[src/rtl/dmem_pkg.sv]
// rtl/dmem_pkg.sv - shared constants for the data-side memory request stage
// Exception codes, FSM state encoding, access size encoding and alignment helper.
package dmem_pkg;

  localparam logic [5:0] ECODE_PIL  = 6'h01;
  localparam logic [5:0] ECODE_PIS  = 6'h02;
  localparam logic [5:0] ECODE_PME  = 6'h04;
  localparam logic [5:0] ECODE_PPI  = 6'h07;
  localparam logic [5:0] ECODE_ALE  = 6'h09;
  localparam logic [5:0] ECODE_TLBR = 6'h3F;

  localparam logic [1:0] ST_IDLE  = 2'd0;
  localparam logic [1:0] ST_TRANS = 2'd1;
  localparam logic [1:0] ST_ISSUE = 2'd2;
  localparam logic [1:0] ST_EXC   = 2'd3;

  localparam logic [1:0] SIZE_BYTE = 2'd0;
  localparam logic [1:0] SIZE_HALF = 2'd1;
  localparam logic [1:0] SIZE_WORD = 2'd2;

  // Size code 3 is treated as a word access.
  function automatic logic is_misaligned(input logic [1:0] size, input logic [1:0] addr_lo);
    case (size)
      SIZE_BYTE: return 1'b0;
      SIZE_HALF: return addr_lo[0];
      default:   return addr_lo != 2'b00;
    endcase
  endfunction

endpackage

[src/rtl/dmem_exc_check.sv]
// rtl/dmem_exc_check.sv - priority encoder for TLB and alignment exceptions
// Alignment (ALE) check is compiled in only when DMEM_ALIGN_CHECK_EN is defined.
module dmem_exc_check
  import dmem_pkg::*;
(
  input  logic       trans_en,
  input  logic [1:0] addr_lo,
  input  logic [1:0] size,
  input  logic       wr,
  input  logic [1:0] plv,
  input  logic       tlb_found,
  input  logic       tlb_v,
  input  logic       tlb_d,
  input  logic [1:0] tlb_plv,
  output logic       exc_hit,
  output logic [5:0] exc_ecode
);

  logic misaligned;

`ifdef DMEM_ALIGN_CHECK_EN
  assign misaligned = is_misaligned(size, addr_lo);
`else
  logic unused_align;
  assign unused_align = ^{size, addr_lo};
  assign misaligned   = 1'b0;
`endif

  // ALE applies in every mapping mode; TLB checks only for mapped addresses.
  always_comb begin
    exc_hit   = 1'b1;
    exc_ecode = ECODE_ALE;
    if (misaligned) begin
      exc_ecode = ECODE_ALE;
    end else if (!trans_en) begin
      exc_hit   = 1'b0;
      exc_ecode = 6'h00;
    end else if (!tlb_found) begin
      exc_ecode = ECODE_TLBR;
    end else if (!tlb_v) begin
      exc_ecode = wr ? ECODE_PIS : ECODE_PIL;
    end else if (plv > tlb_plv) begin
      exc_ecode = ECODE_PPI;
    end else if (wr && !tlb_d) begin
      exc_ecode = ECODE_PME;
    end else begin
      exc_hit   = 1'b0;
      exc_ecode = 6'h00;
    end
  end

endmodule

[src/rtl/dmem_req_stage.sv]
// rtl/dmem_req_stage.sv - data-side memory request stage between EX/MEM and the dcache
// One request in flight; ALE checking selected by DMEM_ALIGN_CHECK_EN.
module dmem_req_stage
  import dmem_pkg::*;
(
  input  logic        clk,
  input  logic        resetn,
  input  logic        req_valid,
  output logic        req_ready,
  input  logic [31:0] req_vaddr,
  input  logic        req_wr,
  input  logic [1:0]  req_size,
  input  logic [3:0]  req_wstrb,
  input  logic [31:0] req_wdata,
  input  logic [1:0]  req_plv,
  input  logic        flush,
  output logic [31:0] at_vaddr,
  input  logic        at_trans_en,
  input  logic [7:0]  at_index,
  input  logic [19:0] at_tag,
  input  logic [3:0]  at_offset,
  input  logic        at_tlb_found,
  input  logic        at_tlb_v,
  input  logic        at_tlb_d,
  input  logic [1:0]  at_tlb_mat,
  input  logic [1:0]  at_tlb_plv,
  input  logic [1:0]  at_direct_mat,
  output logic        dc_valid,
  input  logic        dc_ready,
  output logic        dc_wr,
  output logic [7:0]  dc_index,
  output logic [19:0] dc_tag,
  output logic [3:0]  dc_offset,
  output logic [3:0]  dc_wstrb,
  output logic [31:0] dc_wdata,
  output logic        dc_uncached,
  output logic        exc_valid,
  output logic [5:0]  exc_ecode,
  output logic [31:0] exc_badv
);

  logic [1:0]  state;
  logic [31:0] r_vaddr;
  logic        r_wr;
  logic [1:0]  r_size;
  logic [3:0]  r_wstrb;
  logic [31:0] r_wdata;
  logic [1:0]  r_plv;

  logic        chk_hit;
  logic [5:0]  chk_ecode;
  logic [1:0]  eff_mat;

  assign req_ready = (state == ST_IDLE);
  assign at_vaddr  = r_vaddr;
  assign eff_mat   = at_trans_en ? at_tlb_mat : at_direct_mat;

  dmem_exc_check u_exc_check (
    .trans_en  (at_trans_en),
    .addr_lo   (r_vaddr[1:0]),
    .size      (r_size),
    .wr        (r_wr),
    .plv       (r_plv),
    .tlb_found (at_tlb_found),
    .tlb_v     (at_tlb_v),
    .tlb_d     (at_tlb_d),
    .tlb_plv   (at_tlb_plv),
    .exc_hit   (chk_hit),
    .exc_ecode (chk_ecode)
  );

  always_ff @(posedge clk or negedge resetn) begin
    if (!resetn) begin
      state       <= ST_IDLE;
      r_vaddr     <= 32'h0;
      r_wr        <= 1'b0;
      r_size      <= 2'd0;
      r_wstrb     <= 4'h0;
      r_wdata     <= 32'h0;
      r_plv       <= 2'd0;
      dc_valid    <= 1'b0;
      dc_wr       <= 1'b0;
      dc_index    <= 8'h0;
      dc_tag      <= 20'h0;
      dc_offset   <= 4'h0;
      dc_wstrb    <= 4'h0;
      dc_wdata    <= 32'h0;
      dc_uncached <= 1'b0;
      exc_valid   <= 1'b0;
      exc_ecode   <= 6'h0;
      exc_badv    <= 32'h0;
    end else begin
      exc_valid <= 1'b0;
      case (state)
        ST_IDLE: begin
          if (req_valid && !flush) begin
            r_vaddr <= req_vaddr;
            r_wr    <= req_wr;
            r_size  <= req_size;
            r_wstrb <= req_wstrb;
            r_wdata <= req_wdata;
            r_plv   <= req_plv;
            state   <= ST_TRANS;
          end
        end
        ST_TRANS: begin
          if (flush) begin
            state <= ST_IDLE;
          end else if (chk_hit) begin
            exc_valid <= 1'b1;
            exc_ecode <= chk_ecode;
            exc_badv  <= r_vaddr;
            state     <= ST_EXC;
          end else begin
            dc_valid    <= 1'b1;
            dc_wr       <= r_wr;
            dc_index    <= at_index;
            dc_tag      <= at_tag;
            dc_offset   <= at_offset;
            dc_wstrb    <= r_wstrb;
            dc_wdata    <= r_wdata;
            dc_uncached <= (eff_mat == 2'd0);
            state       <= ST_ISSUE;
          end
        end
        // A flush cannot withdraw a request the dcache may already have seen.
        ST_ISSUE: begin
          if (dc_ready) begin
            dc_valid <= 1'b0;
            state    <= ST_IDLE;
          end
        end
        default: begin
          state <= ST_IDLE;
        end
      endcase
    end
  end

endmodule

[config.mk]
export PLATFORM = sky130hd
export DESIGN_NAME = dmem_req_stage
export DESIGN_NICKNAME = d
export VERILOG_FILES = /design/src/rtl/dmem_pkg.sv /design/src/rtl/dmem_exc_check.sv /design/src/rtl/dmem_req_stage.sv
export SDC_FILE = /design/constraint.sdc
export NUM_CORES = 1
export LEC_CHECK = 0
export CORE_MARGIN = 2
export CORE_UTILIZATION = 34
export CTS_CLUSTER_DIAMETER = 100
export DETAILED_ROUTE_END_ITERATION = 8
export PLACE_DENSITY = 0.66
export SETUP_SLACK_MARGIN = 0.3
export SKIP_CTS_REPAIR_TIMING = 1
export SYNTH_ARGS = -nofsm -noshare
export SYNTH_HDL_FRONTEND = slang
export SYNTH_SLANG_ARGS = --single-unit
[constraint.sdc]
create_clock -name clk -period 1.9 [get_ports clk]
set_input_delay 0.19 -clock clk [delete_from_list [all_inputs] [get_ports clk]]
set_output_delay 0.19 -clock clk [all_outputs]
set_load 0.01 [all_outputs]
---- Word-level counts from Yosys, hierarchy flattened ----
Cells that the tools add are included.
cells by class
  add/sub/neg operators ................... 0
  multipliers ............................. 0
  divide/modulo/power cells ............... 0
  magnitude comparators ................... 1
  equal/unequal tests ..................... 6
  shift operators ......................... 0
  muxes and demuxes ....................... 24
  bitwise operators ....................... 2
  reduce and logical (&&, ||, !) cells .... 12
operators by type and width
  cell                                                 number
  two-way mux 6 bit                                    4
  two-way mux 1 bit                                    12
  two-way mux 2 bit                                    5
  != test 2 bit, second input constant                 3
  case mux 2 bit (3 select lines)                      1
  AND reduction 3 bit                                  2
  zero test 2 bit                                      2
  AND reduction 2 bit                                  2
  AND reduction 4 bit                                  1
  two-way mux 3 bit                                    1
  equality test 2 x 1 -> 1 bit, second input constant  1
  equality test 2 bit, second input constant           1
  greater-than comparator 2 bit                        1
  logical AND 1 bit                                    2
  zero test 1 bit                                      2
  != test 2 x 1 -> 1 bit, second input constant        1
  inverter 1 bit                                       2
  case mux 1 bit (2 select lines)                      1
  nonzero test 2 bit                                   1
word-level totals
  register bits ........................... 183
  latch bits .............................. 0
  memory bits (writable) .................. 0
  ROM bits ................................ 0
  input bits .............................. 120
  memories ................................ 0

---- Logic depth before layout (Yosys ltp) ----
  depth after elaboration ................. 10
  depth in mapped cells ................... 8
  gate-level depth less buffers ........... 6

---- By module ----
Synthesis repeated with hierarchy kept, for this count alone.
unflattened totals
  cells, all modules ...................... 426
  area, all modules ....................... 7,091.8 µm²
modules (own cells, without submodules)
  module          instances  cells each  area an instance (µm²)
  dmem_req_stage  1          403         6,945.4
  dmem_exc_check  1          23          146.4

---- Worst setup path after synthesis ----
Ideal clock, no wire load.
  path kind ............................... register to register
  start ................................... register r_plv[1]
  end ..................................... register dc_index[0]
  setup time .............................. 125 ps
  arrival time ............................ 1,764 ps
  setup slack ............................. 11 ps
  cell stages (with the launch flop) ...... 7
  path buffers ............................ 1
  cells stage by stage .................... dfrtp_1 > ha_1 > nor2b_1 > o21ai_2 > o2bb2ai_4 > buf_12 > mux2_4
between the ends
  longest elaborated chain between the ends .. 7
RTL lines
  what                           line                   source
  start: declaration             dmem_req_stage.sv:48   logic [1:0] r_plv;
  start signal: assignment       dmem_req_stage.sv:102  r_plv <= req_plv;
  greater-than comparator 2 bit  dmem_exc_check.sv:42   end else if (plv > tlb_plv) begin
  two-way mux 1 bit              dmem_exc_check.sv:42
  two-way mux 1 bit              dmem_exc_check.sv:40   end else if (!tlb_v) begin
  two-way mux 1 bit              dmem_exc_check.sv:38   end else if (!tlb_found) begin
  two-way mux 1 bit              dmem_exc_check.sv:35   end else if (!trans_en) begin
  inverter 1 bit (no line)       n/a
  AND reduction 3 bit (no line)  n/a
  end signal: assignment         dmem_req_stage.sv:117  dc_index <= at_index;
  end: declaration               dmem_req_stage.sv:31   output logic [7:0] dc_index,
Every way passes these cells.
A chain may end at the register's enable or synchronous reset.

---- Final worst setup path ----
  start ................................... register r_plv[1]
  end ..................................... register exc_badv[28]
between the ends
  longest elaborated chain between the ends .. 6
RTL lines
  what                           line                   source
  greater-than comparator 2 bit  dmem_exc_check.sv:42
  two-way mux 1 bit              dmem_exc_check.sv:42
  two-way mux 1 bit              dmem_exc_check.sv:40
  two-way mux 1 bit              dmem_exc_check.sv:38
  two-way mux 1 bit              dmem_exc_check.sv:35
  AND reduction 3 bit (no line)  n/a
  end signal: assignment         dmem_req_stage.sv:112  exc_badv <= r_vaddr;
  end: declaration               dmem_req_stage.sv:39   output logic [31:0] exc_badv
Every way passes these cells.

==> run metrics <==
status=finished with violations; failing checks=setup timing; Worst path slowest cell=dfrtp_1; DPL Wire Length=about 12000 um; XOR/XNOR share of the synthesized area=0; fmax=approximately 0.5 GHz; sequential fraction of the synthesis area=0.6269; Synth Instances=between 400 and 500; largest net degree at the start of global routing=62; layout cells sized above 1=0.3552; total congestion overflow=0; CTS tree=built; DRC viols=0; worst relative slew slack=0.6034; Port Buf Inserts=260; worst setup margin=-0.09638 ns; Hold Path Class=primary input to asynchronous set/reset pin; pwr dens=1412 nW/um^2; Startpoint Class=flip-flop; Top Ports=~260; std cell rows=53; final cycle utilization of the critical path=1.051; dominant synthesized flop cell=dfrtp_1; RSZ-0062 raised after global routing=yes; Final ANT Viol Nets=0; first-pass GRT wire length=27180 um; area share of the largest cell type after synthesis=0.6269; worst path cell trace=ha_4 > nor2b_4 > o21ai_4 > buf_12 > a31oi_4 > buf_12 > clkbuf_16 > mux2_4; combinational family with the most area after synthesis=multiplexers; Avg WL per Cell=19.39 um; Comb power frac=0.407; min Tclk post-route=~2.0 ns; wirelength, routed=between 15000 and 20000 um; DR iter-0 viols=roughly 150; kind of critical path=flip-flop to flip-flop; CORE AREA=~21000 sq um; number of global-route vias before repair=approximately 5000; die outline area=roughly 22000 sq um; n_diodes=0; Top cell by count, worst path=buf_12; H-Tree Depth=4; Synth async-reset ratio=1.000; vias per cell=4.581; overall global routing resource usage=0.1571; Slew Viols, Final=0; area share of fa/ha/maj cells after synthesis=0.003464; Clock Path Buffers=2; Syn Nets=~540; die height=approximately 150 um; Clk Tree Root Cell=clkbuf_16; placed inst area=10430 sq um; simple-gate share of the synthesized area=0.01628; Peak VDD IR=between 500 and 600 uV; cell taking the most area after synthesis=dfrtp_1; post-synthesis register bit count=approximately 180; Final TNS setup=-6.086 ns; CTS sink cnt=roughly 180; CP Max Fanout=6; clk slew on worst S/H paths=about 0.070 ns; actual slew at the worst max-slew pin=between 0.5 and 0.6 ns; Final nets=approximately 840; Mapped Area=a little over 7000 sq um; via count=approximately 4600; initial antenna violation count=0; drt first pass iters=4; Post-synth EDFFs=0; Netlist cell types=31; Worst Setup End Kind=flip-flop; CTS Buf Count=17; Worst EP required=roughly 2.2 ns; Initial Util=0.3448; delay-heaviest family, CP=buffers and inverters; Area Overhead vs Synth=62.83%; maxcap violations=0; Die Width=between 100 and 150 um; CP Depth=8; Clock Latency Late Sink=0.42 ns; crit path DAT=around 2.3 ns; Reg power frac=0.388; Mapped Avg Cell Area=between 15 and 20 sq um; cell with the most instances after synthesis=dfrtp_1; Reg2Reg Depth=8; Layout Skew=0.009819 ns; Clk pwr share=0.205; Int Pwr=roughly 12 mW; final hold vios=0; Syn. warnings=0; Crit path largest cell delay=between 0.4 and 0.5 ns; switch share=0.2843; mux cell area share after synthesis=0.3024; Commonest cells post-synth=dfrtp_1, mux2_2, mux2_4; static leakage=5.441 nW; routability cong.=0.7790; R2R setup slack=-0.1 ns; post-synthesis compound-gate area fraction=0.01645; buffer and inverter count on the worst path=3; Synth area leaders=dfrtp_1, mux2_2, mux2_4, buf_12, mux2_1; Sw Pwr=around 4.7 mW; Final setup viols=about 100; design area=between 10000 and 15000 sq um
==> worst register-to-register path, stage by stage, from the launching register on <==
cell	delay, ns
dfrtp_1	0.41
ha_4	0.28
nor2b_4	0.15
o21ai_4	0.08
buf_12	0.14
a31oi_4	0.18
buf_12	0.16
clkbuf_16	0.17
mux2_4	0.30
==> state kept, by name (all words and copies together) (netlist names) <==
| signal | flops |
|---|---|
| at_vaddr | 32 |
| dc_index | 8 |
| dc_offset | 4 |
| dc_tag | 20 |
| dc_uncached | 1 |
| dc_valid | 1 |
| dc_wdata | 32 |
| dc_wr | 1 |
| dc_wstrb | 4 |
| exc_badv | 32 |
| exc_ecode | 4 |
| exc_valid | 1 |
| r_plv | 2 |
| r_wdata | 32 |
| r_wr | 1 |
| r_wstrb | 4 |
| state | 2 |
==> layout by cell type, fill, tap and decap left out, drive strengths merged <==
cell type,synthesis,routed
or2,1,1
buf,21,39
o2bb2ai,1,2
clkinvlp,0,3
o22a,3,3
mux2,171,171
a21o,1,1
clkbuf,0,28
nor2b,1,1
nand3b,1,1
inv,5,9
o22ai,1,1
o21ai,4,4
dfrtp,181,181
clkinv,0,4
nor2,3,3
a2bb2oi,1,1
nor4b,1,1
a21oi,1,1
o31ai,1,1
dlymetal6s2s,0,33
a31oi,1,1
nand2,5,5
nand2b,3,3
nor3b,1,1
and3,1,1
nand3,2,2
dlygate4sd3,0,1
ha,2,2
bufinv,0,1
clkdlybuf4s50,0,226
==> metrics by stage <==
step | setup WS, ns | total power, mW | util | instances | hold WS [ns]
floorplan | 0.06231 | 9.162 | - | 413 | -0.1056
global placement | -0.3557 | 12.66 | 0.4977 | 956 | 0.2114
detailed placement | -0.3903 | 12.85 | 0.4977 | 956 | 0.2222
CTS | -0.1209 | 16.38 | 0.5247 | 988 | -0.2389
global route | -0.1430 | 17.45 | 0.5614 | 1007 | 0.3518
finish | -0.09638 | 16.61 | 0.5614 | 1007 | 0.3316
==> kinds of logic after synthesis <==
logic type	after synthesis
flip-flops	181
multiplexers	171
buffers and inverters	26
AND/OR/NAND/NOR	19
AO/OA/AOI/OAI	14
adder cells (fa/ha/maj)	2
==> layout make-up <==
type / count / area [sq um]
fill: 1664 / 9191
sequential: 181 / 4531
timing repair buffer: 307 / 3388
multi-input combinational: 207 / 2917
clock buffer: 20 / 446.7
tap: 275 / 344.1
clock inverter: 12 / 118.9
inverter: 5 / 18.77
==> power groups by stage <==
stage / combinational (mW) / clock, mW / sequential, mW
after floorplan: 2.27 / 0 / 6.89
after global placement: 6.30 / 0 / 6.37
after detailed placement: 6.41 / 0 / 6.44
after CTS: 6.43 / 3.52 / 6.43
after global routing: 7.12 / 3.68 / 6.64
final: 6.76 / 3.41 / 6.44
==> per-layer routing <==
layer	global-route usage	share of wire	vias to the layer above
li1	-	-	2075
met1	0.2009	0.44	2340
met2	0.2466	0.47	178
met3	0.05305	0.069	20
met4	0.06179	0.014	0
met5	0	0	-
==> path summary, 6_finish.rpt <==
check	start	endpoint
max	r_plv[1]	exc_badv[28]
min	resetn	dc_wdata[9]
max reg2reg	r_plv[1]	exc_badv[28]
min reg2reg	dc_valid	dc_valid
max in group asynchronous	resetn	exc_badv[22]
min in group clk	req_wr	r_wr
(Power assumes the default switching activity.)
